--- src/rtl/ysyx_24100006_axi_pkg.sv ---
// rtl/ysyx_24100006_axi_pkg.sv - shared constants and state encodings for the AXI crossbar
package ysyx_24100006_axi_pkg;

   localparam int NUM_SLAVES = 3;

   localparam logic [1:0] IDX_SRAM  = 2'd0;
   localparam logic [1:0] IDX_CLINT = 2'd1;
   localparam logic [1:0] IDX_UART  = 2'd2;
   localparam logic [1:0] IDX_ERR   = 2'd3;

   localparam logic [1:0] RESP_OKAY   = 2'b00;
   localparam logic [1:0] RESP_DECERR = 2'b11;

   typedef enum logic [1:0] {R_IDLE, R_ADDR, R_DATA, R_ERR} rstate_t;
   typedef enum logic [1:0] {W_IDLE, W_ADDR, W_DATA, W_RESP} wstate_t;

endpackage

--- src/rtl/ysyx_24100006_xbar_decode.sv ---
// rtl/ysyx_24100006_xbar_decode.sv - address to slave index decoder
module ysyx_24100006_xbar_decode
   import ysyx_24100006_axi_pkg::*;
#(
   parameter logic [31:0] SRAM_BASE  = 32'h8000_0000,
   parameter logic [31:0] SRAM_MASK  = 32'hF800_0000,
   parameter logic [31:0] CLINT_BASE = 32'h0200_0000,
   parameter logic [31:0] CLINT_MASK = 32'hFFFF_0000,
   parameter logic [31:0] UART_BASE  = 32'h1000_0000,
   parameter logic [31:0] UART_MASK  = 32'hFFFF_F000
) (
   input  logic [31:0] addr,
   output logic [1:0]  idx
);

   // Earlier regions win when windows overlap.
   always_comb begin
      if ((addr & SRAM_MASK) == SRAM_BASE)
         idx = IDX_SRAM;
      else if ((addr & CLINT_MASK) == CLINT_BASE)
         idx = IDX_CLINT;
      else if ((addr & UART_MASK) == UART_BASE)
         idx = IDX_UART;
      else
         idx = IDX_ERR;
   end

endmodule

--- src/rtl/ysyx_24100006_axi_xbar.sv ---
// rtl/ysyx_24100006_axi_xbar.sv - 1-master to 3-slave AXI crossbar with local DECERR
module ysyx_24100006_axi_xbar
   import ysyx_24100006_axi_pkg::*;
#(
   parameter logic [31:0] SRAM_BASE  = 32'h8000_0000,
   parameter logic [31:0] SRAM_MASK  = 32'hF800_0000,
   parameter logic [31:0] CLINT_BASE = 32'h0200_0000,
   parameter logic [31:0] CLINT_MASK = 32'hFFFF_0000,
   parameter logic [31:0] UART_BASE  = 32'h1000_0000,
   parameter logic [31:0] UART_MASK  = 32'hFFFF_F000
) (
   input  logic        clk,
   input  logic        reset,
   input  logic        m_axi_arvalid,
   output logic        m_axi_arready,
   input  logic [31:0] m_axi_araddr,
   input  logic [7:0]  m_axi_arlen,
   input  logic [2:0]  m_axi_arsize,
   output logic        m_axi_rvalid,
   input  logic        m_axi_rready,
   output logic [1:0]  m_axi_rresp,
   output logic [31:0] m_axi_rdata,
   output logic        m_axi_rlast,
   input  logic        m_axi_awvalid,
   output logic        m_axi_awready,
   input  logic [31:0] m_axi_awaddr,
   input  logic [7:0]  m_axi_awlen,
   input  logic [2:0]  m_axi_awsize,
   input  logic        m_axi_wvalid,
   output logic        m_axi_wready,
   input  logic [31:0] m_axi_wdata,
   input  logic [3:0]  m_axi_wstrb,
   input  logic        m_axi_wlast,
   output logic        m_axi_bvalid,
   input  logic        m_axi_bready,
   output logic [1:0]  m_axi_bresp,
   output logic [2:0]  s_axi_arvalid,
   input  logic [2:0]  s_axi_arready,
   output logic [31:0] s_axi_araddr,
   output logic [7:0]  s_axi_arlen,
   output logic [2:0]  s_axi_arsize,
   input  logic [2:0]  s_axi_rvalid,
   output logic [2:0]  s_axi_rready,
   input  logic [5:0]  s_axi_rresp,
   input  logic [95:0] s_axi_rdata,
   input  logic [2:0]  s_axi_rlast,
   output logic [2:0]  s_axi_awvalid,
   input  logic [2:0]  s_axi_awready,
   output logic [31:0] s_axi_awaddr,
   output logic [7:0]  s_axi_awlen,
   output logic [2:0]  s_axi_awsize,
   output logic [2:0]  s_axi_wvalid,
   input  logic [2:0]  s_axi_wready,
   output logic [31:0] s_axi_wdata,
   output logic [3:0]  s_axi_wstrb,
   output logic        s_axi_wlast,
   input  logic [2:0]  s_axi_bvalid,
   output logic [2:0]  s_axi_bready,
   input  logic [5:0]  s_axi_bresp
);

   logic [1:0] ar_dec, aw_dec;
   rstate_t    r_state;
   wstate_t    w_state;
   logic [1:0] r_idx, w_idx;
   logic [7:0] r_cnt;

   logic [2:0]  r_sel, w_sel;
   logic        sel_arready, sel_rvalid, sel_rlast;
   logic [1:0]  sel_rresp;
   logic [31:0] sel_rdata;
   logic        sel_awready, sel_wready, sel_bvalid;
   logic [1:0]  sel_bresp;

   ysyx_24100006_xbar_decode #(
      .SRAM_BASE(SRAM_BASE), .SRAM_MASK(SRAM_MASK), .CLINT_BASE(CLINT_BASE),
      .CLINT_MASK(CLINT_MASK), .UART_BASE(UART_BASE), .UART_MASK(UART_MASK)
   ) u_ar_decode (
      .addr(m_axi_araddr),
      .idx (ar_dec)
   );

   ysyx_24100006_xbar_decode #(
      .SRAM_BASE(SRAM_BASE), .SRAM_MASK(SRAM_MASK), .CLINT_BASE(CLINT_BASE),
      .CLINT_MASK(CLINT_MASK), .UART_BASE(UART_BASE), .UART_MASK(UART_MASK)
   ) u_aw_decode (
      .addr(m_axi_awaddr),
      .idx (aw_dec)
   );

   assign s_axi_araddr = m_axi_araddr;
   assign s_axi_arlen  = m_axi_arlen;
   assign s_axi_arsize = m_axi_arsize;
   assign s_axi_awaddr = m_axi_awaddr;
   assign s_axi_awlen  = m_axi_awlen;
   assign s_axi_awsize = m_axi_awsize;
   assign s_axi_wdata  = m_axi_wdata;
   assign s_axi_wstrb  = m_axi_wstrb;
   assign s_axi_wlast  = m_axi_wlast;

   // Latched index selects one slave's channel; ERR leaves the one-hot empty.
   always_comb begin
      r_sel       = '0;
      w_sel       = '0;
      sel_arready = 1'b0;
      sel_rvalid  = 1'b0;
      sel_rlast   = 1'b0;
      sel_rresp   = RESP_OKAY;
      sel_rdata   = '0;
      sel_awready = 1'b0;
      sel_wready  = 1'b0;
      sel_bvalid  = 1'b0;
      sel_bresp   = RESP_OKAY;
      for (int i = 0; i < NUM_SLAVES; i++) begin
         if (r_idx == 2'(i)) begin
            r_sel[i]    = 1'b1;
            sel_arready = s_axi_arready[i];
            sel_rvalid  = s_axi_rvalid[i];
            sel_rlast   = s_axi_rlast[i];
            sel_rresp   = s_axi_rresp[2*i +: 2];
            sel_rdata   = s_axi_rdata[32*i +: 32];
         end
         if (w_idx == 2'(i)) begin
            w_sel[i]    = 1'b1;
            sel_awready = s_axi_awready[i];
            sel_wready  = s_axi_wready[i];
            sel_bvalid  = s_axi_bvalid[i];
            sel_bresp   = s_axi_bresp[2*i +: 2];
         end
      end
   end

   always_ff @(posedge clk or negedge reset) begin
      if (!reset) begin
         r_state <= R_IDLE;
         r_idx   <= IDX_ERR;
         r_cnt   <= '0;
      end else begin
         case (r_state)
            R_IDLE: if (m_axi_arvalid) begin
               r_idx   <= ar_dec;
               r_cnt   <= m_axi_arlen;
               r_state <= R_ADDR;
            end
            R_ADDR: begin
               if (r_idx == IDX_ERR)
                  r_state <= R_ERR;
               else if (m_axi_arvalid && m_axi_arready)
                  r_state <= R_DATA;
            end
            R_DATA: if (m_axi_rvalid && m_axi_rready && m_axi_rlast)
               r_state <= R_IDLE;
            R_ERR: if (m_axi_rready) begin
               if (r_cnt == 8'd0)
                  r_state <= R_IDLE;
               else
                  r_cnt <= r_cnt - 8'd1;
            end
            default: r_state <= R_IDLE;
         endcase
      end
   end

   always_comb begin
      m_axi_arready = 1'b0;
      s_axi_arvalid = '0;
      m_axi_rvalid  = 1'b0;
      m_axi_rresp   = RESP_OKAY;
      m_axi_rdata   = '0;
      m_axi_rlast   = 1'b0;
      s_axi_rready  = '0;
      case (r_state)
         R_ADDR: begin
            if (r_idx == IDX_ERR) begin
               m_axi_arready = 1'b1;
            end else begin
               s_axi_arvalid = r_sel & {3{m_axi_arvalid}};
               m_axi_arready = sel_arready;
            end
         end
         R_DATA: begin
            m_axi_rvalid = sel_rvalid;
            m_axi_rresp  = sel_rresp;
            m_axi_rdata  = sel_rdata;
            m_axi_rlast  = sel_rlast;
            s_axi_rready = r_sel & {3{m_axi_rready}};
         end
         R_ERR: begin
            m_axi_rvalid = 1'b1;
            m_axi_rresp  = RESP_DECERR;
            m_axi_rlast  = (r_cnt == 8'd0);
         end
         default: ;
      endcase
   end

   always_ff @(posedge clk or negedge reset) begin
      if (!reset) begin
         w_state <= W_IDLE;
         w_idx   <= IDX_ERR;
      end else begin
         case (w_state)
            W_IDLE: if (m_axi_awvalid) begin
               w_idx   <= aw_dec;
               w_state <= W_ADDR;
            end
            W_ADDR: begin
               if (w_idx == IDX_ERR || (m_axi_awvalid && m_axi_awready))
                  w_state <= W_DATA;
            end
            W_DATA: if (m_axi_wvalid && m_axi_wready && m_axi_wlast)
               w_state <= W_RESP;
            W_RESP: if (m_axi_bvalid && m_axi_bready)
               w_state <= W_IDLE;
            default: w_state <= W_IDLE;
         endcase
      end
   end

   // Write data is held off until the address phase has completed.
   always_comb begin
      m_axi_awready = 1'b0;
      s_axi_awvalid = '0;
      m_axi_wready  = 1'b0;
      s_axi_wvalid  = '0;
      m_axi_bvalid  = 1'b0;
      m_axi_bresp   = RESP_OKAY;
      s_axi_bready  = '0;
      case (w_state)
         W_ADDR: begin
            if (w_idx == IDX_ERR) begin
               m_axi_awready = 1'b1;
            end else begin
               s_axi_awvalid = w_sel & {3{m_axi_awvalid}};
               m_axi_awready = sel_awready;
            end
         end
         W_DATA: begin
            if (w_idx == IDX_ERR) begin
               m_axi_wready = 1'b1;
            end else begin
               s_axi_wvalid = w_sel & {3{m_axi_wvalid}};
               m_axi_wready = sel_wready;
            end
         end
         W_RESP: begin
            if (w_idx == IDX_ERR) begin
               m_axi_bvalid = 1'b1;
               m_axi_bresp  = RESP_DECERR;
            end else begin
               m_axi_bvalid = sel_bvalid;
               m_axi_bresp  = sel_bresp;
               s_axi_bready = w_sel & {3{m_axi_bready}};
            end
         end
         default: ;
      endcase
   end

endmodule
--- config.mk ---
export PLATFORM = sky130hd
export DESIGN_NAME = ysyx_24100006_axi_xbar
export DESIGN_NICKNAME = d
export VERILOG_FILES = /design/src/rtl/ysyx_24100006_axi_pkg.sv /design/src/rtl/ysyx_24100006_xbar_decode.sv /design/src/rtl/ysyx_24100006_axi_xbar.sv
export SDC_FILE = /design/constraint.sdc
export NUM_CORES = 1
export LEC_CHECK = 0
export ABC_AREA = 1
export BUFFER_PORTS_ARGS = -buffer_cell sky130_fd_sc_hd__buf_2
export CAP_MARGIN = 40
export CORE_AREA = 2 2 172 174
export DETAILED_ROUTE_END_ITERATION = 12
export DIE_AREA = 0 0 174 176
export PLACE_DENSITY = 0.4
export SYNTH_ARGS = -nofsm -noshare
export SYNTH_HDL_FRONTEND = slang
export SYNTH_SLANG_ARGS = --single-unit
--- constraint.sdc ---
create_clock -name clk -period 2.8 [get_ports clk]
set_input_delay 0.28 -clock clk [delete_from_list [all_inputs] [get_ports clk]]
set_output_delay 0.28 -clock clk [all_outputs]
set_load 0.05 [all_outputs]
==> summary.txt <==
Synth
  • Synth Area in Simple Gates: 40.3%
  • Synth Area in XOR/XNOR: 0.250%
  • Mapped cell area: 3510 sq um
  • Top post-synthesis cells by count: nand2_1 (170), buf_4 (125), nand3_1 (88)
  • Most frequent cell after synthesis: nand2_1
  • Primary FF master, synth: dfrtp_1
  • Area leader, netlist: buf_4
  • Post-synthesis mux area share: 0%
  • Post-synth ARST share: 100%
  • Main combinational cell family by area after synthesis: simple AND/OR/NAND/NOR gates
  • Yosys reg bits: 16
  • EDFF count, synth: 0
  • Synth top area cells: buf_4 (27%), nand2_1 (18%), nand3_1 (13%), dfrtp_1 (8.6%), inv_1 (7.3%)
  • Adder-Cell Fraction of Synth Area: 2.50%
  • Syn nets: 875
  • Share of the synthesized area in the top cell type: 26.7%
  • Mapped Cells: 612
  • Compound-Gate Fraction of Synth Area: 6.92%
  • Netlist cell types: 35
  • Sequential-to-total area share from yosys stat: 11.6%
  • Synthesized area per cell: 5.73 sq um
  • YS warnings: 0

Worst setup path
  • Crit path max-delay family: buffers and inverters
  • Worst path max stage delay: 0.61 ns
  • Critical path class: reg -> out
  • Critical Path Fanout Max: 34
  • Crit-path most repeated cell: nand2_1
  • CP Cell Sequence: nand2_1, clkinv_1, buf_4, nand2_1, nand3_1, nand2_1, inv_1, buf_2
  • Critical path's slowest cell: dfstp_2
  • Crit end category: output pin
  • Worst endpoint data arrival time: 2.02 ns
  • Nature of the critical path startpoint: register
  • CP bufs+invs: 4
  • Critical Path RT: 2.52 ns

Global route
  • Total gr overflow: 0
  • First-pass GRT wire length: 25,600 microns
  • Vias in the first global route: 4,187
  • Antenna violations before repair: 4
  • GRT Util Overall: 11.1%
  • Largest net degree at the start of global routing: 40

Route
  • Drt via density: 3.73
  • M1 wire length: 6400 microns
  • Drt pass-1 iters: 5
  • DR DRC count: 0
  • Via Count: 4,284
  • Final WL: 17,900 microns
  • Post-DRT Antenna Nets: 0
  • Met2 routed WL: 8980 microns
  • Top Layer Used: met5
  • WL met3: 1870 microns
  • Wire length per cell: 15.6 microns
  • DR iter-0 viols: 157

Placed design
  • Hpwl dp: 15,700 microns
  • GP Congestion: 0.858
  • PortBufs: 287

Clocking
  • Clock tree from TritonCTS: done
  • Longest Clk Path Bufs: 2
  • H-tree Lvls: 1
  • TritonCTS Buffers: 3
  • Root Buffer: clkbuf_16
  • Clock Sink Count: 16
  • Post-cts sizing count: 0
  • Worst-skew pair later-pin latency: 0.25 ns
  • Clock slew at reported path FFs: 0.06 ns

Power and ir drop
  • Cell internal pwr: 1.49 mW
  • Power share of the clock group: 7.8%
  • Sw Share: 63.8%
  • Leakage Power: 2.71 nW
  • Sequential fraction of design power: 12.7%
  • Logic pwr share: 79.6%
  • Switching power total: 2.62 mW
  • Overall power: 4.11 mW
  • Power Density: 910 nW/um^2
  • Max VDD drop: 0.241 mV

Floorplan
  • DIE HEIGHT: 176 microns
  • CORE AREA: 28,500 sq um
  • Starting Density: 12.3%
  • Die Area: 30,600 sq um
  • Cell row count: 62
  • Chip Width: 174 microns
  • Io pins: 436

Final layout
  • Multi-input logic area: 1760 sq um
  • Area grow syn2layout: 28.9%
  • Area occupied by registers: 405 sq um
  • Final nets: 1,027
  • Fill cell count: 3,388
  • Layout cells sized above 1: 41.3%

Timing
  • Final Skew: 0.00411 ns
  • Final-report setup violation count: 0
  • Final hold vios: 0
  • Max Slew Vio Count: 0
  • Worst Tran Pin Value: 0.710 ns
  • Setup TNS Final: 0 ns
  • Minimum clock period: 2.30 ns
  • Unrepaired setup endpoints after global routing: false
  • Final Cycle Share: 82.1%
  • Fmax achieved: 0.435 GHz
  • Rel. slew slack: 52.6%

Flow run
  • Max_cap viols: 0

Status
  • Status: finished clean

Hold path
  • HP Class: in -> reg
[per-layer routing]
metal	vias up	track usage, %
li1	2105	-
met1	1869	11.2
met2	256	20.7
met3	48	4.26
met4	6	3.89
met5	-	0
[worst reg2reg max path: stages (launching register included)]
cell and delay (ns):
dfrtp_1 0.52, nand2_2 0.26, inv_2 0.24, nand2_1 0.13, a21oi_2 0.49, o21ai_0 0.20
o22ai_1 0.16
[sequential cells by signal (all words and copies together) (netlist names)]
| signal | count |
|---|---|
| w_idx | 2 |
| r_cnt | 8 |
| w_state | 2 |
| r_idx | 2 |
| r_state | 2 |
[repair_timing]
action,4_1_cts,5_1_grt
hold buffers,1,0
hold endpoints to repair,12,0
buffers inserted,0,0
[cell type report]
type | count | share of cell area, %
clock buffers | 4 | 1.97
repair buffers | 293 | 33.4
well taps | 384 | 10.6
diodes | 1 | 0.0554
flip-flops and latches | 16 | 8.97
multi-input cells | 376 | 38.9
inverters | 74 | 6.14
[layout by cell type (no fill, tap or decap), types with 3 or more instances in the layout]
cell	instances
buf_2	287
nand2_2	3
inv_2	5
nand4_1	7
nand2_1	170
ha_1	7
clkbuf_16	3
nor3_1	4
nor2_1	46
dfrtp_1	12
buf_4	3
nor4_1	5
a21oi_1	7
o21ai_1	5
inv_1	68
o21ai_0	13
nand3_1	88
dfstp_2	4
o22ai_1	4
[power by group through the flow]
stage | Clock, mW | Combinational (mW) | Sequential (mW)
after floorplan | 0 | 2.84 | 0.459
after CTS | 0.337 | 3.33 | 0.524
after global placement | 0 | 3.32 | 0.527
after detailed placement | 0 | 3.32 | 0.527
final | 0.319 | 3.27 | 0.522
after global routing | 0.348 | 3.63 | 0.547
[through the flow]
stage                     cell area, sq um  hold WS (ns)  setup slack [ns]  util (%)  std cells
final                                 4520         0.299             0.500      15.8       1148
after global placement                4420         0.252             0.643      15.5       1142
after CTS                             4520         0.297             0.388      15.8       1147
after floorplan                       3510       -0.0156             0.640         -        612
after detailed placement              4420         0.255             0.667      15.5       1142
after global routing                  4520         0.303             0.328      15.8       1147
[final timing paths]
kind                                              from                     end  slack [ns]  cells after the start
worst min register to register  w_state[1]$_DFFE_PN0P_  w_state[1]$_DFFE_PN0P_        0.55                      2
worst max register to register  r_state[0]$_DFFE_PN0P_    r_cnt[6]$_DFFE_PN0P_        0.71                      6
max in group asynchronous                        reset    r_idx[0]$_DFFE_PN1P_        1.95                      2
worst max-delay path              r_idx[1]$_DFFE_PN1P_         m_axi_rdata[14]        0.50                      8
min in group asynchronous                        reset    r_cnt[4]$_DFFE_PN0P_        0.50                      2
worst min-delay path                    m_axi_arlen[4]    r_cnt[4]$_DFFE_PN0P_        0.30                      3
[cell families after synthesis]
family	after synthesis
fa+ha+maj	7
buf+inv	220
simple gates	329
compound gates	39
xor+xnor	1
flops	16
(Power assumes the default switching activity.)
